===== src/rtl/queue_pkg.sv =====
// Shared constants and helpers for the parametrised queue.
// Default geometry plus pointer-width helper.
package queue_pkg;

  localparam int QUEUE_WIDTH = 8;
  localparam int QUEUE_DEPTH = 8;
  localparam int QUEUE_LEN_W = 8;

  // A one-entry buffer still needs a 1-bit pointer.
  function automatic int ptr_w(input int depth);
    return (depth > 1) ? $clog2(depth) : 1;
  endfunction

endpackage


===== src/rtl/queue_mem.sv =====
// DEPTH x WIDTH register array backing the queue.
// Ports: clk, we/wr_addr/wr_data (sync write), rd_addr/rd_data (indexed read).
module queue_mem
  import queue_pkg::*;
#(
  parameter int WIDTH = QUEUE_WIDTH,
  parameter int DEPTH = QUEUE_DEPTH,
  parameter int PW    = ptr_w(QUEUE_DEPTH)
) (
  input  logic             clk,
  input  logic             we,
  input  logic [PW-1:0]    wr_addr,
  input  logic [WIDTH-1:0] wr_data,
  input  logic [PW-1:0]    rd_addr,
  output logic [WIDTH-1:0] rd_data
);

  logic [WIDTH-1:0] mem [DEPTH];

  // Contents need no reset: empty blocks every stale read.
  always_ff @(posedge clk) begin
    if (we) mem[wr_addr] <= wr_data;
  end

  assign rd_data = mem[rd_addr];

endmodule


===== src/rtl/param_queue.sv =====
// Parametrised synchronous FIFO with flags, error pulses and flush.
// Ports: clock_10, reset, data_in, enq_in, deq_in, clear_in -> data_out,
//        len_out, full_out, empty_out, ovf_out, udf_out.
module param_queue
  import queue_pkg::*;
#(
  parameter int WIDTH = QUEUE_WIDTH,
  parameter int DEPTH = QUEUE_DEPTH,
  parameter int LEN_W = QUEUE_LEN_W
) (
  input  logic             clock_10,
  input  logic             reset,
  input  logic [WIDTH-1:0] data_in,
  input  logic             enq_in,
  input  logic             deq_in,
  input  logic             clear_in,
  output logic [WIDTH-1:0] data_out,
  output logic [LEN_W-1:0] len_out,
  output logic             full_out,
  output logic             empty_out,
  output logic             ovf_out,
  output logic             udf_out
);

  localparam int PW = ptr_w(DEPTH);
  localparam logic [LEN_W-1:0] FULL_LEN = LEN_W'(DEPTH);

  logic [PW-1:0]    wr_ptr;
  logic [PW-1:0]    rd_ptr;
  logic [WIDTH-1:0] rd_data;
  logic             deq_ok;
  logic             enq_ok;
  logic             wr_en;
  logic             rd_en;
  logic [LEN_W-1:0] len_nxt;

  always_comb begin
    deq_ok  = deq_in && !empty_out;
    // A full queue still accepts when a read frees a slot.
    enq_ok  = enq_in && (!full_out || deq_ok);
    wr_en   = enq_ok && !clear_in;
    rd_en   = deq_ok && !clear_in;
    len_nxt = len_out;
    if (clear_in)
      len_nxt = '0;
    else if (enq_ok && !deq_ok)
      len_nxt = len_out + LEN_W'(1);
    else if (deq_ok && !enq_ok)
      len_nxt = len_out - LEN_W'(1);
  end

  queue_mem #(
    .WIDTH (WIDTH),
    .DEPTH (DEPTH),
    .PW    (PW)
  ) u_mem (
    .clk     (clock_10),
    .we      (wr_en),
    .wr_addr (wr_ptr),
    .wr_data (data_in),
    .rd_addr (rd_ptr),
    .rd_data (rd_data)
  );

  always_ff @(posedge clock_10 or posedge reset) begin
    if (reset) begin
      wr_ptr    <= '0;
      rd_ptr    <= '0;
      len_out   <= '0;
      data_out  <= '0;
      full_out  <= 1'b0;
      empty_out <= 1'b1;
      ovf_out   <= 1'b0;
      udf_out   <= 1'b0;
    end else begin
      len_out   <= len_nxt;
      full_out  <= (len_nxt == FULL_LEN);
      empty_out <= (len_nxt == '0);
      ovf_out   <= !clear_in && enq_in && full_out && !deq_ok;
      udf_out   <= !clear_in && deq_in && empty_out;
      if (clear_in) begin
        wr_ptr <= '0;
        rd_ptr <= '0;
      end else begin
        if (wr_en) wr_ptr <= wr_ptr + PW'(1);
        if (rd_en) begin
          rd_ptr   <= rd_ptr + PW'(1);
          data_out <= rd_data;
        end
      end
    end
  end

endmodule


===== config.mk =====
export PLATFORM = sky130hd
export DESIGN_NAME = param_queue
export DESIGN_NICKNAME = d
export VERILOG_FILES = /design/src/rtl/queue_pkg.sv /design/src/rtl/queue_mem.sv /design/src/rtl/param_queue.sv
export SDC_FILE = /design/constraint.sdc
export NUM_CORES = 1
export LEC_CHECK = 0
export ABC_AREA = 1
export CAP_MARGIN = 20
export CORE_MARGIN = 3
export CORE_UTILIZATION = 35
export CTS_BUF_LIST = sky130_fd_sc_hd__clkbuf_8
export CTS_CLUSTER_SIZE = 16
export DETAILED_ROUTE_END_ITERATION = 7
export PLACE_DENSITY = 0.54
export SLEW_MARGIN = 20
export SYNTH_ARGS = -nofsm -noshare
export SYNTH_HDL_FRONTEND = slang
export SYNTH_HIERARCHICAL = 1
export SYNTH_SLANG_ARGS = --single-unit

===== constraint.sdc =====
create_clock -name clock_10 -period 2.75 [get_ports clock_10]
set_clock_uncertainty 0.15 [all_clocks]
set_input_delay 0.55 -clock clock_10 [delete_from_list [all_inputs] [get_ports clock_10]]
set_output_delay 0.55 -clock clock_10 [all_outputs]
set_load 0.005 [all_outputs]

Word-level counts from Yosys, hierarchy flattened:

Memory sizes are Yosys's and may differ from the RTL's. A register that Yosys moved wholly into a read port is not among the register bits.
Cells that the tools add are included.
W data, S select, Z words.

* register bits: 18
* latch bits: 0
* RAM bits: 64
* bits in read-only memories: 0
* input port bits: 13
* output and inout port bits: 20
* logic and storage cells: 44
* memories kept: 1

* add/subtract/negate cells: 4
* $mul: 0
* divide/modulo/power cells: 0
* $lt $le $gt $ge: 0
* equal/unequal tests: 1
* shift-type cells: 0
* muxes and demuxes: 9
* bitwise gates (word level): 1
* reduce and logical (&&, ||, !) cells: 21

Memories
* u_mem.mem: depth 8, bits a word 8, read ports 1, clocked after memory_dff 1, wr ports 1, RTL line queue_mem.sv:18 `logic [WIDTH-1:0] mem [DEPTH];`

Operator list (number)
* $mux W8: 3
* $mux W3: 4
* $logic_and A1 B1 Y1: 11
* $add A8 B1 Y8 const B: 1
* $eq A8 B4 Y1 const B: 1
* $logic_not A8 Y1: 1
* $sub A8 B1 Y8 const B: 1
* $add A3 B1 Y3 const B: 2
* $logic_not A1 Y1: 5
* $reduce_bool A2 Y1: 2
* $mux W1: 2
* $reduce_and A2 Y1: 1
* $logic_or A1 B1 Y1: 1
* $not A1 Y1: 1

Logic depth before layout (Yosys ltp):

Gate-level depths: netlist of run 1.

* depth after elaboration: 10
* depth in mapped cells: 12
* gate-level depth less buffers: 12

Hierarchy:

The synthesis of run 1 kept the hierarchy.

By module, submodules not included
* queue_mem: times used 1, cells each 295, area each 2890.3 µm², seq. area each 1921.8 µm²
* param_queue: times used 1, cells each 184, area each 1365.1 µm², seq. area each 651.9 µm²

Worst setup path after synthesis of run 1:

No wires, ideal clock.

* path kind: input to register
* from: in deq_in
* to: mem u_mem/mem[1][0] (netlist bit), enable pin
* library setup time: 0.370 ns
* data arrival time: 1.546 ns
* data required time: 2.230 ns
* setup slack: 0.684 ns
* stages: 6
* path buffers: 0
* path through: nand2_4 a21oi_1 inv_1 nor2_1 nand2_1 nor2_1

* word-level cells in the longest chain between the ends: 6

Ends and longest elaborated chain
* start, declared: RTL line param_queue.sv:15 `input logic deq_in,`
* $logic_and A1 B1 Y1: RTL line param_queue.sv:38 `deq_ok = deq_in && !empty_out;`
* $logic_or A1 B1 Y1: RTL line param_queue.sv:40 `enq_ok = enq_in && (!full_out || deq_ok);`
* $logic_and A1 B1 Y1: RTL line param_queue.sv:40
* $logic_and A1 B1 Y1: RTL line param_queue.sv:41 `wr_en = enq_ok && !clear_in;`
* via wr_en: RTL line param_queue.sv:33 `logic wr_en;`
* $mux W1: RTL line queue_mem.sv:22 `if (we) mem[wr_addr] <= wr_data;`
* $mux W1 (implied by the code): RTL line queue_mem.sv:22
* end, declared: RTL line queue_mem.sv:18

The timed path passes the listed nets, and every way through them passes these cells.

Worst setup path in the final report of run 1:

* from: in enq_in
* to: mem u_mem/mem[1][7] (netlist bit), enable pin

* word-level cells in the longest chain between the ends: 4

Ends and longest elaborated chain
* start, declared: RTL line param_queue.sv:14 `input logic enq_in,`
* $logic_and A1 B1 Y1: RTL line param_queue.sv:40
* $logic_and A1 B1 Y1: RTL line param_queue.sv:41
* via wr_en: RTL line param_queue.sv:33
* $mux W1: RTL line queue_mem.sv:22
* $mux W1 (implied by the code): RTL line queue_mem.sv:22

The timed path passes the listed nets, and every way through them passes these cells.

==> summary.md, run 1 <==
| Metric | Value |
|---|---|
| Status | completed |
| CTS buffer count | 9 |
| Post-route clock period utilization | between 80% and 90% |
| Rel. slew slack | 56.7% |
| Critical path class | input pin to flip-flop |
| DP Area | around 4700 sq um |
| Mapped Area | 4260 sq um |
| # setup viols final | 0 |
| Crit path from | enq_in |
| Horiz. Die Dim | ~120 um |
| Initial antenna violation count | 0 |
| Largest net degree at the start of global routing | 33 |
| Placeable Area | ~12,000 sq um |
| DR vias | 2,977 |
| MaxCap Viol Count | 0 |
| Hold-fix buffers at CTS | 0 |
| Main area contributors after synthesis | edfxtp_1, nand2_1, dfrtp_1 |
| Critical Path RT | around 2.7 ns |
| CTS tree | yes |
| Syn_nets | 496 |
| Vias per inst | between 4 and 5 |
| GRT overflow | 0 |
| Setup crit start kind | input pin |
| Die area | 13,500 sq um |
| Layout area overhead | 15.7% |
| Syn. warnings | 6 |
| Final RePlAce weighted congestion | 0.943 |
| Register area share after synthesis | 60.5% |
| Final Net Count | 540 |
| Final Critical Period | 2.27 ns |
| Clock latency on the worst-skew pair | 0.37 ns |
| Leak Pwr | about 2.4 nW |
| Number of remaining DRC errors | 0 |
| FMAX | approximately 440 MHz |
| Post-DRT Antenna Nets | 0 |
| Ys async rst share | 28.9% |
| Post-synth EDFFs | 64 |
| Hold Path Origin | data_out[6]$_DFFE_PP0P_ |
| Worst R2R Start | empty_out$_DFF_PP1_ |
| Drt pass-1 iters | 4 |
| Hold WS | about 0.33 ns |
| DP HPWL | around 6.6 mm |
| Global Route Usage Sum | 15.5% |
| I/O pins | 33 |
| Vias in the first global route | 3,084 |
| Post-synth cell types | 26 |
| DRT Wirelength | 9.40 mm |
| Die Y | 116 um |
| Crit path capture type | flip-flop |
| Pwr Total | 3.46 mW |
| Initial core utilization | between 30 and 40% |
| CP max FO | 8 |
| Clock transition at the registers of the reported paths | 0.09 ns |
| Syn Inst Count | 479 |
| Slew Limit Fails | 0 |
| Area leader, netlist | edfxtp_1 |
| Post-CTS Setup Bufs | 0 |
| Setup TNS | 0 ns |
| CTS root buffer | clkbuf_8 |
| RSZ-0062 raised after global routing | false |
| Number of H-tree levels | 3 |
| Clock Path Buffers | 2 |
| Final instance area | approximately 4900 sq um |
| Clk sink count | 90 |
| Post_cts resized | 0 |
| Row count | 39 |
| Drt initial violations | 142 |
| Routed WL per cell | 14.0 um |
| Fraction of layout cells with a size suffix above 1 | about 7.0% |
| Slew @ Worst Pin | 0.649 ns |
| Power density cells | 703 nW/um^2 |
| Most frequent cells after synthesis | nand2_1, inv_1, edfxtp_1, nand3_1, nor2_1 |
| Port Buffers | 32 |
| Maximum vdd drop | roughly 0.38 mV |
| Top FF cell, synth | edfxtp_1 |
| Post-synth top area share | 45.2% |
| Top-count cell post-synth | nand2_1 |
| WP data arrival | 2.20 ns |
| Mean post-synth cell area | slightly below 9 sq um |
| N_diodes | 0 |
| FF+latch count, synth | 90 |
| HP Class | flip-flop to flip-flop |
| Final Hold Fails | 0 |
| First-pass GRT wire length | 15.6 mm |
==> placed cells by master (no fill, tap or decap), drive strengths merged, types with 4 or more instances in the layout <==
cell and count:
nand3 54, inv 106, nor2 31, nand2 169, a21oi 4, dfrtp 25, clkdlybuf4s50 32, clkinv 5
ha 4, buf 13, clkbuf 9, o21ai 6, edfxtp 64
==> layer usage <==
layer | vias up | global-route usage (%) | part of all wire, %
met2 | 51 | 24.5 | 46
met4 | 0 | 7.81 | 3.0
li1 | 1552 | - | -
met5 | - | 0 | 0
met1 | 1356 | 20.1 | 47
met3 | 18 | 3.47 | 3.9
==> report_power, final <==
part | switching [mW] | leakage, nW | internal [mW] | total [mW]
clock network | 0.492 | 0.0900 | 0.334 | 0.826
registers | 0.119 | 0.917 | 1.61 | 1.73
logic | 0.521 | 1.36 | 0.386 | 0.907
total | 1.13 | 2.36 | 2.33 | 3.46
==> logic make-up (layout without fill, tap and decap cells) <==
group,count (synthesis),after routing,share of synthesized area [%]
AOI/OAI and AO/OA,11,11,1.35
adders and majority gates,4,4,1.18
buffers and inverters,117,166,11.8
DFF,90,90,60.5
and+or+nand+nor,257,257,25.2
==> metrics by stage <==
step | cells | utilization (%) | setup WS [ns]
floorplan | 479 | - | 0.684
global placement | 655 | 40.7 | 0.118
detailed placement | 655 | 40.7 | 0.0851
CTS | 671 | 42.2 | 0.497
global route | 671 | 42.2 | 0.323
finish | 671 | 42.2 | 0.484
==> final timing paths <==
path | endpoint | slack, ns | depth (start not counted)
max | u_mem/mem[1][7]$_DFFE_PP_ | 0.48 | 8
min | data_out[6]$_DFFE_PP0P_ | 0.33 | 2
max reg2reg | u_mem/mem[1][7]$_DFFE_PP_ | 0.71 | 8
min reg2reg | data_out[6]$_DFFE_PP0P_ | 0.33 | 2
max in group asynchronous | empty_out$_DFF_PP1_ | 1.77 | 3
min in group asynchronous | data_out[5]$_DFFE_PP0P_ | 0.38 | 3
==> registers in the layout, summed over array words and instances, names as in the netlist <==
name,count
data_out,8
empty_out,1
full_out,1
len_out,8
ovf_out,1
rd_ptr,3
u_mem/mem,64
udf_out,1
wr_ptr,3
==> layout make-up <==
cell class | instances | area (sq um)
clock buffer | 9 | 124
clock inverter | 7 | 52.6
fill | 1159 | 6740
inverter | 105 | 397
multi-input combinational | 272 | 1180
sequential | 90 | 2570
tap | 143 | 179
timing repair buffer | 45 | 418
==> worst max-delay path, stage by stage <==
cell and delay [ns]:
clkdlybuf4s50_1 0.52, inv_1 0.11, a21oi_1 0.19, inv_1 0.10, nor2_1 0.22, nand2_1 0.18
nor2_1 0.14, buf_4 0.19
(Power assumes the default switching activity.)
==> inputs of run 2 (changes only) <==
--- a/config.mk
+++ b/config.mk
@@ -12,7 +12,7 @@
 export CTS_BUF_LIST = sky130_fd_sc_hd__clkbuf_8
 export CTS_CLUSTER_SIZE = 16
 export DETAILED_ROUTE_END_ITERATION = 7
-export PLACE_DENSITY = 0.54
+export PLACE_DENSITY = 0.56
 export SLEW_MARGIN = 20
 export SYNTH_ARGS = -nofsm -noshare
 export SYNTH_HDL_FRONTEND = slang
==> constraint.sdc (replaced) <==
create_clock -name clock_10 -period 2 [get_ports clock_10]
set_clock_uncertainty 0.15 [all_clocks]
set_input_delay 0.4 -clock clock_10 [delete_from_list [all_inputs] [get_ports clock_10]]
set_output_delay 0.4 -clock clock_10 [all_outputs]
set_load 0.005 [all_outputs]
==> summary.md, run 2 (synthesis results as in run 1) <==
| Metric | Value |
|---|---|
| Status | completed |
| First-pass GRT wire length | 15.4 mm |
| MaxCap Viol Count | 0 |
| Post-route clock period utilization | between 90% and 100% |
| Critical Path RT | 1.45 ns |
| Largest net degree at the start of global routing | 36 |
| Reg2reg setup slack | 0.17 ns |
| Vias per inst | about 4.5 |
| Initial core utilization | between 30% and 40% |
| Crit path from | empty_out$_DFF_PP1_ |
| Die area | 13,500 sq um |
| Setup crit start kind | flip-flop |
| Fin util | 43.6% |
| Clock Path Buffers | 2 |
| DP Area | 4880 sq um |
| Horiz. Die Dim | 116 um |
| WP data arrival | 1.38 ns |
| Die Y | 116 um |
| Largest regs | u_mem/mem: 64 flops, data_out: 8 flops, len_out: 8 flops |
| Routed WL per cell | 13.6 um |
| Most frequent cells in the layout | nand2_1, inv_1, edfxtp_1, nand3_1, clkdlybuf4s50_1 |
| Crit path capture type | output pin |
| Power density cells | 940 nW/um^2 |
| Commonest non-fill, non-tap cell in the layout | nand2_1 |
| Placeable Area | 11,700 sq um |
| Clock transition at the registers of the reported paths | 0.08 ns |
| Critical path class | flip-flop to output pin |
| CTS buffer count | 9 |
| Row count | 39 |
| CTS tree | yes |
| WP depth | 1 |
| Final Hold Fails | 0 |
| Leak Pwr | around 2.4 nW |
| HP Class | input pin to asynchronous set/reset pin |
| Drt initial violations | ~240 |
| Rel. slew slack | 66.7% |
| Worst R2R Start | empty_out$_DFF_PP1_ |
| DRT Wirelength | 9.34 mm |
| Drt pass-1 iters | 4 |
| Setup crit end | empty_out |
| Finished Layout Cells | 688 |
| RR Endpoint | full_out$_DFF_PP0_ |
| FMAX | around 520 MHz |
| Final Net Count | around 560 |
| Vias in the first global route | approximately 3,000 |
| Hold-fix buffers at CTS | 0 |
| Pre-CTS WS | -0.435 ns |
| Worst r2r path cells | 12 |
| Initial antenna violation count | 0 |
| Slew @ Worst Pin | about 0.5 ns |
| GRT overflow | 0 |
| N_diodes | 0 |
| Clock latency on the worst-skew pair | approximately 0.36 ns |
| Final instance area | around 5100 sq um |
| Slew Limit Fails | 0 |
| CP max FO | 2 |
| Max reg flops | 64 |
| Number of H-tree levels | 3 |
| Final RePlAce weighted congestion | 0.863 |
| Clk sink count | 90 |
| DP HPWL | 6.71 mm |
| Post-DRT Antenna Nets | 0 |
| CP cell instances | clkdlybuf4s50_1 |
| Number of buffers and inverters on the critical path | 1 |
| Global Route Usage Sum | between 10% and 20% |
| CTS root buffer | clkbuf_8 |
| Maximum vdd drop | 0.387 mV |
| Final Critical Period | 1.93 ns |
| Layout area overhead | 19.5% |
| # setup viols final | 0 |
| I/O pins | 33 |
| Placed insts | between 600 and 700 |
| Port Buffers | 32 |
| Fraction of layout cells with a size suffix above 1 | 11.6% |
| Largest stage delay, worst path | 0.53 ns |
| Crit path setup slack, layout | between 0.06 and 0.07 ns |
| Critical path's top delay family | flip-flops |
| DR vias | 3,104 |
| Number of remaining DRC errors | 0 |
| CP max-delay cell | dfstp_2 |
| Largest Register | u_mem/mem |
run 2: changes by cell type in the layout (fill, tap and decap cells not counted), sizes merged:
cell | previous run | this run
buf | 13 | 30
clkinvlp | 1 | 2
inv | 106 | 105
run 2: how the worst min path moves through the flow:
stage	startpoint	slack (ns)	end	depth (start not counted)
2_1_floorplan	rd_ptr[2]$_DFFE_PP0P_	0.28	rd_ptr[2]$_DFFE_PP0P_	1
3_3_place_gp	data_out[5]$_DFFE_PP0P_	0.31	data_out[5]$_DFFE_PP0P_	2
3_5_place_dp	data_out[7]$_DFFE_PP0P_	0.31	data_out[7]$_DFFE_PP0P_	2
4_1_cts	reset	0.25	data_out[0]$_DFFE_PP0P_	3
5_1_grt	reset	0.27	len_out[7]$_DFF_PP0_	3
6_report	reset	0.24	data_out[0]$_DFFE_PP0P_	3
run 2: layout make-up:
| cell class | count | area, sq um |
|---|---|---|
| well taps | 143 | 179 |
| multi-input cells | 272 | 1220 |
| repair buffers | 62 | 549 |
| flip-flops and latches | 90 | 2570 |
| clock inverters | 7 | 37.5 |
| fillers | 1142 | 6580 |
| clock buffers | 9 | 124 |
| inverters | 105 | 399 |
run 2: timing repair:
action                                 in CTS  in global routing
gates resized for setup                     1                 16
setup buffers                               0                  0
pin swaps                                   0                  1
setup endpoints to repair                  16                 38
endpoints found under the hold margin       0                  0
run 2: power by group:
group          switching (mW)  internal [mW]  leakage [nW]
Combinational           0.784          0.595          1.44
Clock                   0.606          0.435        0.0836
Sequential              0.141           2.22         0.916
Total                    1.53           3.25          2.44
run 2: stage by stage:
stage	hold WS (ns)	TNS [ns]	total power [mW]
2_1_floorplan	0.278	-1.81	3.19
3_3_place_gp	0.309	-25.15	3.73
3_5_place_dp	0.313	-25.90	3.75
4_1_cts	0.246	0	4.80
5_1_grt	0.274	-0.00182	5.13
6_report	0.241	0	4.78
run 2: metal layers:
metal  wire, um  part of all wire [%]  up-vias  GRT usage [%]
met1       4650                    50     1432           21.8
met5          0                     0        -              0
met2       4020                    43       67           22.2
met4        246                   2.6        0           6.73
met3        420                   4.5       17           3.01
li1           -                     -     1588              -
==> inputs of run 3 (changes only) <==
--- a/config.mk
+++ b/config.mk
@@ -6,7 +6,6 @@
 export NUM_CORES = 1
 export LEC_CHECK = 0
 export ABC_AREA = 1
-export CAP_MARGIN = 20
 export CORE_MARGIN = 3
 export CORE_UTILIZATION = 35
 export CTS_BUF_LIST = sky130_fd_sc_hd__clkbuf_8
==> results of run 3 <==
No change in the layout: final DEF, timing and power equal those of run 2.
